<file path="config.mk">
export PLATFORM = sky130hd
export DESIGN_NAME = div_mod_top_level
export DESIGN_NICKNAME = d
export VERILOG_FILES = /design/src/rtl/div_mod_pkg.sv /design/src/rtl/div_mod_core.sv /design/src/rtl/div_mod_top_level.sv
export SDC_FILE = /design/constraint.sdc
export NUM_CORES = 1
export LEC_CHECK = 0
export ABC_AREA = 0
export CORE_ASPECT_RATIO = 0.75
export CORE_MARGIN = 3
export CORE_UTILIZATION = 45
export DETAILED_ROUTE_END_ITERATION = 12
export PLACE_DENSITY_LB_ADDON = 0.05
export RECOVER_POWER = 100
export SLEW_MARGIN = 20
export SYNTH_ARGS = -nofsm -noshare
export SYNTH_HDL_FRONTEND = slang
export SYNTH_HIERARCHICAL = 1
export SYNTH_SLANG_ARGS = --single-unit
export TNS_END_PERCENT = 20
</file>
<file path="constraint.sdc">
create_clock -name clk -period 2.8 [get_ports clk]
set_input_delay 0.56 -clock clk [delete_from_list [all_inputs] [get_ports clk]]
set_output_delay 0.56 -clock clk [all_outputs]
set_load 0.02 [all_outputs]
</file>
<file path="src/rtl/div_mod_pkg.sv">
// Shared constants, state encoding and magnitude helpers for the signed divider.
package div_mod_pkg;

  localparam int DIVIDEND_W = 32;
  localparam int DIVISOR_W  = 16;
  localparam int RESULT_W   = 17;
  localparam int ITER       = 32;
  localparam int CNT_W      = 6;

  // Counter value seen on the final CALC edge.
  localparam logic [CNT_W-1:0] CNT_LAST = CNT_W'(ITER - 1);

  localparam logic MODE_QUOT = 1'b1;
  localparam logic MODE_REM  = 1'b0;

  typedef enum logic [1:0] {
    IDLE = 2'd0,
    CALC = 2'd1,
    SIGN = 2'd2
  } state_e;

  // Unsigned magnitude of a two's-complement dividend; -2^31 maps to 2^31,
  // which still fits in 32 unsigned bits.
  function automatic logic [DIVIDEND_W-1:0] mag_dividend(input logic [DIVIDEND_W-1:0] v);
    if (v[DIVIDEND_W-1]) begin
      mag_dividend = ~v + 32'd1;
    end else begin
      mag_dividend = v;
    end
  endfunction

  // Unsigned magnitude of a two's-complement divisor; -2^15 maps to 2^15.
  function automatic logic [DIVISOR_W-1:0] mag_divisor(input logic [DIVISOR_W-1:0] v);
    if (v[DIVISOR_W-1]) begin
      mag_divisor = ~v + 16'd1;
    end else begin
      mag_divisor = v;
    end
  endfunction

endpackage

</file>
<file path="src/rtl/div_mod_core.sv">
// Unsigned 32/16 restoring shift-subtract iterator: one quotient bit per step.
// The quotient register doubles as the dividend shifter: its MSB feeds the
// partial remainder and the new quotient bit enters at the LSB.
module div_mod_core
  import div_mod_pkg::*;
(
  input  logic                  clk,
  input  logic                  reset,
  input  logic                  start_i,
  input  logic                  step_i,
  input  logic [DIVIDEND_W-1:0] dividend_i,
  input  logic [DIVISOR_W-1:0]  divisor_i,
  output logic [DIVIDEND_W-1:0] quotient_o,
  output logic [DIVISOR_W-1:0]  remainder_o
);

  logic [DIVIDEND_W-1:0] quo_q, quo_d;
  logic [DIVISOR_W-1:0]  rem_q, rem_d;
  logic [DIVISOR_W-1:0]  div_q, div_d;
  logic [DIVISOR_W:0]    shifted_s;
  logic [DIVISOR_W-1:0]  diff_s;
  logic                  ge_s;

  // Next-state datapath: load on start, one shift-subtract per step, else hold.
  always_comb begin
    shifted_s = {rem_q, quo_q[DIVIDEND_W-1]};
    ge_s      = (shifted_s >= {1'b0, div_q});
    // When ge_s is set the true difference is below div_q, so 16 bits suffice.
    diff_s    = shifted_s[DIVISOR_W-1:0] - div_q;
    quo_d     = quo_q;
    rem_d     = rem_q;
    div_d     = div_q;
    if (start_i) begin
      quo_d = dividend_i;
      rem_d = {DIVISOR_W{1'b0}};
      div_d = divisor_i;
    end else if (step_i) begin
      quo_d = {quo_q[DIVIDEND_W-2:0], ge_s};
      if (ge_s) begin
        rem_d = diff_s;
      end else begin
        rem_d = shifted_s[DIVISOR_W-1:0];
      end
    end else begin
      quo_d = quo_q;
    end
  end

  // Datapath registers with synchronous clear.
  always_ff @(posedge clk) begin
    if (reset) begin
      quo_q <= {DIVIDEND_W{1'b0}};
      rem_q <= {DIVISOR_W{1'b0}};
      div_q <= {DIVISOR_W{1'b0}};
    end else begin
      quo_q <= quo_d;
      rem_q <= rem_d;
      div_q <= div_d;
    end
  end

  assign quotient_o  = quo_q;
  assign remainder_o = rem_q;

endmodule

</file>
<file path="src/rtl/div_mod_top_level.sv">
// Sequential signed divider: 32-bit dividend / 16-bit divisor, truncating,
// returning a saturated 17-bit quotient or the remainder. Control FSM, sign
// handling and output registers live here; the magnitude loop is in the core.
module div_mod_top_level
  import div_mod_pkg::*;
(
  input  logic                  clk,
  input  logic                  reset,
  input  logic [DIVIDEND_W-1:0] dividend,
  input  logic [DIVISOR_W-1:0]  divisor,
  input  logic                  mode,
  input  logic                  valid_input,
  output logic                  valid_output,
  output logic [RESULT_W-1:0]   final_output
);

  state_e               state_q, state_d;
  logic [CNT_W-1:0]     cnt_q, cnt_d;
  logic                 neg_quo_q, neg_quo_d;
  logic                 neg_rem_q, neg_rem_d;
  logic                 mode_q, mode_d;
  logic                 div_zero_q, div_zero_d;
  logic                 valid_q, valid_d;
  logic [RESULT_W-1:0]  result_q, result_d;

  logic                  accept_s;
  logic                  step_s;
  logic [DIVIDEND_W-1:0] quo_mag_s;
  logic [DIVISOR_W-1:0]  rem_mag_s;
  logic [RESULT_W-1:0]   quo_res_s;
  logic [RESULT_W-1:0]   rem_res_s;
  logic [RESULT_W-1:0]   sel_res_s;

  assign accept_s = (state_q == IDLE) && valid_input;
  assign step_s   = (state_q == CALC);

  div_mod_core u_core (
    .clk         (clk),
    .reset       (reset),
    .start_i     (accept_s),
    .step_i      (step_s),
    .dividend_i  (mag_dividend(dividend)),
    .divisor_i   (mag_divisor(divisor)),
    .quotient_o  (quo_mag_s),
    .remainder_o (rem_mag_s)
  );

  // Apply signs, saturate the quotient to 17 bits and pick the requested result.
  always_comb begin
    quo_res_s = {RESULT_W{1'b0}};
    rem_res_s = {RESULT_W{1'b0}};
    sel_res_s = {RESULT_W{1'b0}};
    if (neg_quo_q) begin
      if (quo_mag_s > 32'd65536) begin
        quo_res_s = 17'h10000;
      end else begin
        quo_res_s = ~quo_mag_s[RESULT_W-1:0] + 17'd1;
      end
    end else begin
      if (quo_mag_s > 32'd65535) begin
        quo_res_s = 17'h0FFFF;
      end else begin
        quo_res_s = quo_mag_s[RESULT_W-1:0];
      end
    end
    // |remainder| < 2^15 always, so negation cannot overflow 17 bits.
    if (neg_rem_q) begin
      rem_res_s = ~{1'b0, rem_mag_s} + 17'd1;
    end else begin
      rem_res_s = {1'b0, rem_mag_s};
    end
    if (div_zero_q) begin
      if (mode_q == MODE_QUOT) begin
        sel_res_s = 17'h1FFFF;
      end else begin
        sel_res_s = 17'h00000;
      end
    end else if (mode_q == MODE_QUOT) begin
      sel_res_s = quo_res_s;
    end else begin
      sel_res_s = rem_res_s;
    end
  end

  // Next-state logic: accept in IDLE, count 32 CALC edges, publish in SIGN.
  always_comb begin
    state_d    = state_q;
    cnt_d      = cnt_q;
    neg_quo_d  = neg_quo_q;
    neg_rem_d  = neg_rem_q;
    mode_d     = mode_q;
    div_zero_d = div_zero_q;
    valid_d    = 1'b0;
    result_d   = result_q;
    case (state_q)
      IDLE: begin
        if (valid_input) begin
          state_d    = CALC;
          cnt_d      = {CNT_W{1'b0}};
          neg_quo_d  = dividend[DIVIDEND_W-1] ^ divisor[DIVISOR_W-1];
          neg_rem_d  = dividend[DIVIDEND_W-1];
          mode_d     = mode;
          div_zero_d = (divisor == 16'd0);
        end else begin
          state_d = IDLE;
        end
      end
      CALC: begin
        cnt_d = cnt_q + 6'd1;
        if (cnt_q == CNT_LAST) begin
          state_d = SIGN;
        end else begin
          state_d = CALC;
        end
      end
      SIGN: begin
        valid_d  = 1'b1;
        result_d = sel_res_s;
        state_d  = IDLE;
      end
      default: begin
        state_d = IDLE;
      end
    endcase
  end

  // State and output registers; reset aborts any operation in progress.
  always_ff @(posedge clk) begin
    if (reset) begin
      state_q    <= IDLE;
      cnt_q      <= {CNT_W{1'b0}};
      neg_quo_q  <= 1'b0;
      neg_rem_q  <= 1'b0;
      mode_q     <= 1'b0;
      div_zero_q <= 1'b0;
      valid_q    <= 1'b0;
      result_q   <= {RESULT_W{1'b0}};
    end else begin
      state_q    <= state_d;
      cnt_q      <= cnt_d;
      neg_quo_q  <= neg_quo_d;
      neg_rem_q  <= neg_rem_d;
      mode_q     <= mode_d;
      div_zero_q <= div_zero_d;
      valid_q    <= valid_d;
      result_q   <= result_d;
    end
  end

  assign valid_output = valid_q;
  assign final_output = result_q;

endmodule

</file>
---- Word-level counts from Yosys, hierarchy flattened ----
Cells that the tools add are included.
operators by class
  equality and inequality tests ........... 4
  bitwise operators ....................... 5
  div/mod/pow operators ................... 0
  shift operators ......................... 0
  mux-type cells .......................... 18
  order comparisons ....................... 3
  $mul .................................... 0
  reductions and logical operators ........ 8
  add/sub/neg operators ................... 6
operators by type and width
  cell                                                                    number
  17-bit two-way mux                                                      7
  32-bit two-way mux                                                      3
  17-bit by 1-bit adder with 17-bit output, second input constant         2
  32-bit by 1-bit adder with 32-bit output, second input constant         1
  32-bit by 16-bit > comparator with 1-bit output, second input constant  1
  32-bit by 17-bit > comparator with 1-bit output, second input constant  1
  16-bit two-way mux                                                      2
  32-bit NOT                                                              1
  17-bit by 16-bit >= comparator with 1-bit output                        1
  16-bit NOT with 17-bit output                                           1
  17-bit NOT                                                              1
  16-bit by 1-bit adder with 16-bit output, second input constant         1
  16-bit logical NOT                                                      1
  16-bit NOT                                                              1
  16-bit subtractor                                                       1
  6-bit one-hot mux with 2 select lines                                   1
  6-bit by 1-bit adder with 6-bit output, second input constant           1
  6-bit by 5-bit == test with 1-bit output, second input constant         1
  6-bit two-way mux                                                       1
  2-bit one-hot mux with 2 select lines                                   1
  2-bit AND reduction                                                     2
  2-bit nonzero test                                                      2
  2-bit by 1-bit == test with 1-bit output, second input constant         1
  2-bit == test, second input constant                                    1
  other kinds (7)                                                         8
storage, ports and cells
  memories ................................ 0
  bits in writable memories ............... 0
  output and inout bits ................... 18
  logic and storage cells ................. 55
  bits in latches ......................... 0
  register bits after elaboration ......... 94
  bits in read-only memories .............. 0
  input bits .............................. 52

---- Longest topological paths before layout ----
Gate-level depths: netlist of the first run.
  depth in word-level cells ............... 6
  gate-level depth with buffers ........... 12
  gate-level depth less buffers ........... 10

---- By module ----
Netlist of the first run, hierarchy kept.
by module, submodules not included
  module             area each (µm²)  cells each  instances  sequential area each (µm²)
  div_mod_core       3569.7           434         1          1281.2
  div_mod_top_level  3269.4           451         1          600.6

---- Worst setup path before layout of the first run ----
Ideal clock, no wire load.
  kind .................................... flip-flop to flip-flop
  start point ............................. reg u_core.rem_q[11], in the netlist u_core/remainder_o[11]
  end point ............................... reg u_core.rem_q[11], in the netlist u_core/remainder_o[11]
  arrival ................................. 2223 ps
  stages on the path, launching flop included .. 12
  slack ................................... 448 ps
  data required time ...................... 2671 ps
  clock period less this slack ............ 2352 ps
  library setup time ...................... 129 ps
  buffers on the path ..................... 3
  path through ............................ dfxtp_1 > ha_1 > buf_2 > a21oi_1 > o21ai_1 > a2111o_1 > a211o_1 > buf_6 > buf_8 > o2111ai_1 > o221a_1 > a21oi_2
between the ends
  longest elaborated chain between the ends .. 2
ends and longest elaborated chain
  item                                              line                text
  start, declared                                   div_mod_core.sv:18  logic [DIVISOR_W-1:0] rem_q, rem_d;
  start signal, assigned                            div_mod_core.sv:53  rem_q <= {DIVISOR_W{1'b0}};
  start signal, assigned                            div_mod_core.sv:57  rem_q <= rem_d;
  17-bit by 16-bit >= comparator with 1-bit output  div_mod_core.sv:27  ge_s = (shifted_s >= {1'b0, div_q});
  16-bit two-way mux                                div_mod_core.sv:39  if (ge_s) begin
No other way between the ends.
A chain may end at the register's enable or synchronous reset.

---- Worst setup path after layout of the first run ----
  start point ............................. reg u_core.div_q[14]
  end point ............................... reg u_core.rem_q[14], in the netlist u_core/remainder_o[14]
between the ends
  longest elaborated chain between the ends .. 2
  elaborated cells on any way between the ends .. 3
  those cells by class .................... 1 x add/sub; 1 x order compare; 1 x mux
ends and longest elaborated chain
  item                                                                                   line                                    text
  start, declared                                                                        div_mod_core.sv:19                      logic [DIVISOR_W-1:0] div_q, div_d;
  start signal, assigned                                                                 div_mod_core.sv:54                      div_q <= {DIVISOR_W{1'b0}};
  start signal, assigned                                                                 div_mod_core.sv:58                      div_q <= div_d;
  16-bit subtractor or 17-bit by 16-bit >= comparator with 1-bit output (tied branches)  div_mod_core.sv:29, div_mod_core.sv:27
  16-bit two-way mux *                                                                   div_mod_core.sv:39
Every way passes the cells marked *; elsewhere a longest branch is shown, timed or not.

==> flow_metrics.env, run 1 <==
export IMPL_die_h_um=112.8
export IMPL_path_max_fanout=14
export IMPL_cts_tree="yes"
export IMPL_drive_gt1_share_pct=9.259
export IMPL_dieArea_mm2=0.01673
export IMPL_ys_seq_area_share_pct=27.52
export IMPL_vdd_ir_drop_max_mv=0.3188
export IMPL_slowest_stage="nor3b_1"
export IMPL_synth_seq_cells=94
export IMPL_synth_ff_type="dfxtp_1"
export IMPL_drv_cap=0
export IMPL_setup_slack_ps=147.4
export IMPL_cts_max_level=3
export IMPL_path_buf_inv=2
export IMPL_syn_inst=885
export IMPL_path_class="flop to flop"
export IMPL_power_leakage_uw=0.003143
export IMPL_dpl_hpwl_um=15270
export IMPL_wl_per_cell_um=16.96
export IMPL_slew_viol_final=0
export IMPL_clockRootBuffer="clkbuf_16"
export IMPL_port_buffers=69
export IMPL_synth_cell_area_mm2=0.006839
export IMPL_grt_max_degree=49
export IMPL_critPathLaunchType="flop"
export IMPL_finish_utilization_pct=56.25
export IMPL_io_pins=70
export IMPL_placementRows=38
export IMPL_clk_latency_ps=350
export IMPL_critPathRequiredTime_ps=3030
export IMPL_grt_total_usage_pct=23.76
export IMPL_n_fill_cell=1452
export IMPL_wirelength_um=19870
export IMPL_worst_slew_pin_slew_ps=1046
export IMPL_cts_hold_buf=0
export IMPL_critPathCaptureType="flop"
export IMPL_dpl_worst_slack_ps=-29.58
export IMPL_path_cells="inv_1 -> ha_1 -> and3_1 -> nor3b_1 -> o2bb2ai_1 -> a211o_2 -> buf_4 -> nand3_1 -> mux2i_1 -> nor3_1"
export IMPL_vias=6661
export IMPL_dr_pass1_iters=5
export IMPL_max_slew_margin_pct=30.25
export IMPL_fin_crit_sh_pct=94.74
export IMPL_start_util_pct=46.70
export IMPL_rsz0062_at_grt="no"
export IMPL_setup_viol=0
export IMPL_hold_viol_final=0
export IMPL_yosysWarnings=6
export IMPL_core_area_mm2=0.01464
export IMPL_fmax_ghz=0.3770
export IMPL_cts_buffers=9
export IMPL_syn_nets=959
export IMPL_drt_initial_drc_count=491
export IMPL_synthToLayoutAreaGrowth_pct=20.45
export IMPL_finalNetCount=1041
export IMPL_synthDistinctLibCells=74
export IMPL_ys_async_sr_fraction_pct=0
export IMPL_antenna_left=0
export IMPL_clockBufferDepth=2
export IMPL_gp_congestion=0.9701
export IMPL_path_clk_slew_ps=60
export IMPL_power_density_mw_per_mm2=530.5
export IMPL_skew_ps=7.478
export IMPL_cts_sinks=94
export IMPL_hold_class="flop to flop"
export IMPL_grt_overflow=0
export IMPL_drc=0
export IMPL_grt_antenna_before_repair=0
export IMPL_cp_arrival_ps=2890
export IMPL_synth_edf_count=0
export IMPL_syn_avg_cell_area_um2=7.728
export IMPL_fp_dieW_um=148.4
export IMPL_diodes=0
export IMPL_viasPerCell=5.683
export IMPL_grt_pass1_wl_um=32350
export IMPL_outcome="completed"
export IMPL_period_needed_ps=2653
export IMPL_postCtsSetupBuffers=0
export IMPL_max_stage_delay_ps=410
export IMPL_grt_pass1_vias=6160
export IMPL_crit_family="simple AND/OR/NAND/NOR gates"
## cell families (layout without fill, tap and decap cells)
logic type	Yosys count	after routing	share of synthesized area [%]
simple gates	321	321	23.66
flops	94	94	27.52
buf+inv	86	173	5.086
mux	61	61	9.019
xor+xnor	70	70	8.965
fa+ha+maj	22	22	4.135
compound gates	231	231	21.63
## layout make-up
cell class | count | area [um2] | area share (%)
Multi-Input combinational cell | 705 | 4604 | 55.89
Sequential cell | 94 | 1882 | 22.84
Timing Repair Buffer | 119 | 1057 | 12.83
Tap cell | 200 | 250.2 | 3.038
Clock buffer | 11 | 242.7 | 2.947
Inverter | 38 | 142.6 | 1.731
Clock inverter | 5 | 58.81 | 0.7139
## worst min-delay path, cell delays in order, from the launching register on
cell	delay, ps
dfxtp_1	330
nand2_1	40
o21ai_0	60
## sequential cells by signal (all words and copies together) (netlist names)
name                count
neg_quo_q               1
mode_q                  1
cnt_q                   6
valid_output            1
u_core/quotient_o      32
div_zero_q              1
neg_rem_q               1
u_core/div_q           16
state_q                 2
final_output           17
u_core/remainder_o     16
## synth_stat cells (2+ instances only)
library cell / number / share of area, %
a311oi_1: 2 / 0.26
o21bai_1: 2 / 0.22
a221oi_1: 9 / 1.2
o21ai_0: 55 / 4.0
o41ai_1: 7 / 0.90
or4_1: 8 / 0.88
nand2b_1: 18 / 1.6
nor4_1: 14 / 1.3
nor2_1: 129 / 7.1
or2b_1: 2 / 0.22
o211ai_1: 9 / 0.99
clkbuf_1: 38 / 2.1
inv_1: 38 / 2.1
a21o_1: 4 / 0.44
o21a_1: 7 / 0.77
nor3_1: 15 / 1.1
ha_1: 21 / 3.8
xnor2_1: 51 / 6.5
nor3b_2: 2 / 0.37
xor2_1: 19 / 2.4
nor4_4: 2 / 0.62
a31oi_1: 7 / 0.64
or3_1: 13 / 1.2
nor2b_1: 8 / 0.73
nand3b_1: 2 / 0.22
and4_1: 2 / 0.26
a211o_1: 3 / 0.38
a21oi_2: 2 / 0.26
dfxtp_1: 94 / 28
nand2_1: 60 / 3.3
or2_2: 5 / 0.46
a211oi_1: 12 / 1.3
nand4_1: 12 / 1.1
buf_1: 5 / 0.27
mux2i_1: 56 / 8.2
mux2_2: 5 / 0.82
and3_1: 3 / 0.27
a21oi_1: 72 / 5.3
o31ai_1: 23 / 2.5
nor3b_1: 3 / 0.33
nand3_1: 12 / 0.88
nand4_2: 2 / 0.37
## timing repair
action,CTS,global route
endpoints found under the hold margin,0,0
gates resized for setup,0,1
endpoints found under the setup margin,0,15
## final timing paths
check	start	end	slack (ps)	depth (start not counted)
hold / removal	final_output[0]	final_output[0]	460	2
setup / recovery	u_core/div_q[14]	u_core/remainder_o[14]	150	10
hold reg to reg	final_output[0]	final_output[0]	460	2
setup reg to reg	u_core/div_q[14]	u_core/remainder_o[14]	150	10
## where the power goes
part / switching, uW / total (uW) / internal (uW)
combinational: 888 / 1590 / 701
clock: 547 / 1260 / 717
sequential: 102 / 1520 / 1420
total: 1540 / 4370 / 2830
## placed cells by master (no fill, tap or decap), types with 3 or more instances in the layout
| cell | n |
|---|---|
| nand4_1 | 13 |
| or3_1 | 13 |
| a221oi_1 | 9 |
| inv_1 | 38 |
| nor2_1 | 129 |
| o211ai_1 | 9 |
| dfxtp_1 | 94 |
| dlygate4sd3_1 | 20 |
| mux2_2 | 5 |
| or4_1 | 8 |
| buf_4 | 44 |
| a21oi_1 | 72 |
| ha_1 | 21 |
| clkbuf_16 | 9 |
| o21a_1 | 7 |
| nand3_1 | 12 |
| xor2_1 | 19 |
| a31oi_1 | 7 |
| nand2b_1 | 18 |
| clkdlybuf4s50_1 | 48 |
| a211oi_1 | 12 |
| or2_2 | 5 |
| o21ai_0 | 55 |
| xnor2_1 | 51 |
| nor3_1 | 15 |
| o41ai_1 | 7 |
| o31ai_1 | 23 |
| nor2b_1 | 8 |
| and3_1 | 3 |
| a21o_1 | 4 |
| clkbuf_1 | 4 |
| nor4_1 | 14 |
| nand2_1 | 60 |
| mux2i_1 | 56 |
| nor3b_1 | 3 |
## layer usage
metal / GRT usage (%) / vias up / part of all wire (%)
met3: 5.164 / 13 / 6.4
li1: - / 3345 / -
met5: 0 / - / 0
met4: 3.938 / 0 / 0.81
met2: 34.17 / 191 / 40
met1: 36.80 / 3112 / 52
## metrics by stage
stage               hold slack, ps  total power [uW]  std cells  setup TNS [ps]  cell area (um2)
floorplan                    460.2              2640        885               0             6839
global route                 476.7              4626       1172               0             8238
finish                       459.5              4370       1172               0             8238
global placement             444.6              3085       1156               0             7970
detailed placement           448.0              3113       1156          -57.84             7970
CTS                          463.0              4384       1172               0             8272
(Power assumes the default switching activity.)
==> inputs of run 2 (changes only) <==
- GPL_TIMING_DRIVEN: unset -> 0
==> flow_metrics.env, run 2 (same netlist as run 1, synthesis figures left out) <==
export IMPL_start_util_pct=46.70
export IMPL_path_class="primary input to flop"
export IMPL_fmax_ghz=0.3712
export IMPL_worst_r2r_cell_count=10
export IMPL_cts_hold_buf=0
export IMPL_final_common_cell="nor2_1"
export IMPL_max_slew_margin_pct=47.82
export IMPL_synthToLayoutAreaGrowth_pct=17.84
export IMPL_fin_crit_sh_pct=96.21
export IMPL_hold_class="flop to flop"
export IMPL_wl_per_cell_um=17.38
export IMPL_n_fill_cell=1469
export IMPL_timing_rr_start="u_core/div_q[10]"
export IMPL_port_buffers=67
export IMPL_placementRows=38
export IMPL_cts_resized=0
export IMPL_postCtsSetupBuffers=0
export IMPL_dpl_worst_slack_ps=-366.1
export IMPL_power_density_mw_per_mm2=534.0
export IMPL_setup_viol=0
export IMPL_drv_cap=0
export IMPL_cts_max_level=3
export IMPL_grt_antenna_before_repair=0
export IMPL_grt_pass1_vias=5833
export IMPL_cts_sinks=94
export IMPL_power_leakage_uw=0.002978
export IMPL_clk_latency_ps=350
export IMPL_io_pins=70
export IMPL_period_needed_ps=2694
export IMPL_path_clk_slew_ps=70
export IMPL_fp_dieW_um=148.4
export IMPL_r2r_end="u_core/remainder_o[12]"
export IMPL_setup_slack_ps=106.1
export IMPL_whs_endpoint="final_output[1]"
export IMPL_reg2reg_setup_slack_ps=140
export IMPL_worst_slew_pin_slew_ps=775.6
export IMPL_core_area_mm2=0.01464
export IMPL_path_max_fanout=10
export IMPL_post_place_cells=1152
export IMPL_grt_total_usage_pct=24.18
export IMPL_finalNetCount=1037
export IMPL_dpl_hpwl_um=15520
export IMPL_outcome="completed"
export IMPL_antenna_left=0
export IMPL_min_from="final_output[1]"
export IMPL_drive_gt1_share_pct=5.067
export IMPL_slew_viol_final=0
export IMPL_grt_max_degree=15
export IMPL_critPathRequiredTime_ps=3020
export IMPL_grt_pass1_wl_um=32170
export IMPL_critPathLaunchType="primary input"
export IMPL_final_cell_mix="nor2_1 (129), dfxtp_1 (92), a21oi_1 (72), nand2_1 (60), mux2i_1 (56)"
export IMPL_final_cells=1167
export IMPL_grt_overflow=0
export IMPL_critPathCaptureType="flop"
export IMPL_dr_pass1_iters=5
export IMPL_diodes=0
export IMPL_drc=0
export IMPL_hold_viol_final=0
export IMPL_die_h_um=112.8
export IMPL_vdd_ir_drop_max_mv=0.2888
export IMPL_skew_ps=7.761
export IMPL_vias=6636
export IMPL_cp_arrival_ps=2910
export IMPL_gp_congestion=0.9187
export IMPL_wirelength_um=20280
export IMPL_drt_initial_drc_count=604
export IMPL_dieArea_mm2=0.01673
export IMPL_rsz0062_at_grt="yes"
export IMPL_cts_buffers=9
export IMPL_viasPerCell=5.686
export IMPL_clockBufferDepth=2
export IMPL_cts_tree="yes"
export IMPL_holdPathStages=2
export IMPL_clockRootBuffer="clkbuf_16"
export IMPL_largest_reg_flops=32
==> run 2: cell types whose count changed in the layout (fill, tap and decap cells not counted), sizes merged <==
cell	before	now
clkbuf	16	51
clkdlybuf4s50	48	49
buf	46	9
dlygate4sd3	20	18
clkinv	2	0
==> run 2: layer usage <==
metal	vias to the layer above	share of wire, %	global-route usage, %
met5	-	0	0
met4	0	1.1	4.800
met3	16	7.9	5.685
met2	237	38	31.71
met1	3048	53	39.40
li1	3335	-	-
==> run 2: area by class of cell <==
cell class | instances | area, um2 | share of cell area [%]
well taps | 200 | 250.2 | 3.105
multi-input cells | 705 | 4617 | 57.29
inverters | 38 | 142.6 | 1.770
repair buffers | 67 | 670.6 | 8.322
flip-flops and latches | 94 | 1884 | 23.38
clock buffers | 12 | 246.5 | 3.059
clock inverters | 3 | 45.04 | 0.5589
plain buffers | 48 | 202.7 | 2.515
==> run 2: worst max path at each step <==
stage,from,endpoint,slack [ps],cells after the start
floorplan,u_core/remainder_o[11],u_core/remainder_o[11],450,11
global placement,valid_input,u_core/div_q[6],-350,7
detailed placement,valid_input,u_core/div_q[11],-370,7
CTS,valid_input,u_core/div_q[11],20,7
global route,valid_input,u_core/quotient_o[14],-9,8
finish,valid_input,u_core/quotient_o[17],110,8
==> run 2: where the power goes <==
group | switching [uW] | total, uW | internal [uW]
registers | 113 | 1530 | 1420
logic | 881 | 1530 | 652
clock network | 529 | 1240 | 713
==> run 2: worst max-delay path: stages <==
cell             delay (ps)
clkdlybuf4s50_1         460
nand2_1                 300
inv_1                   260
clkbuf_1                560
buf_1                   470
nor2_1                  120
a21oi_1                 130
nor2_1                   50
==> run 2: per-stage QoR <==
stage / utilization, % / TNS (ps) / power (uW) / hold WS, ps / area (um2)
2_1_floorplan: - / 0 / 2640 / 460.2 / 6839
3_3_place_gp: 52.99 / -11960 / 3069 / 448.4 / 7760
3_5_place_dp: 52.99 / -13360 / 3064 / 446.3 / 7760
4_1_cts: 54.98 / 0 / 4309 / 461.4 / 8051
5_1_grt: 55.03 / -14.43 / 4545 / 515.3 / 8059
6_report: 55.03 / 0 / 4303 / 453.3 / 8059
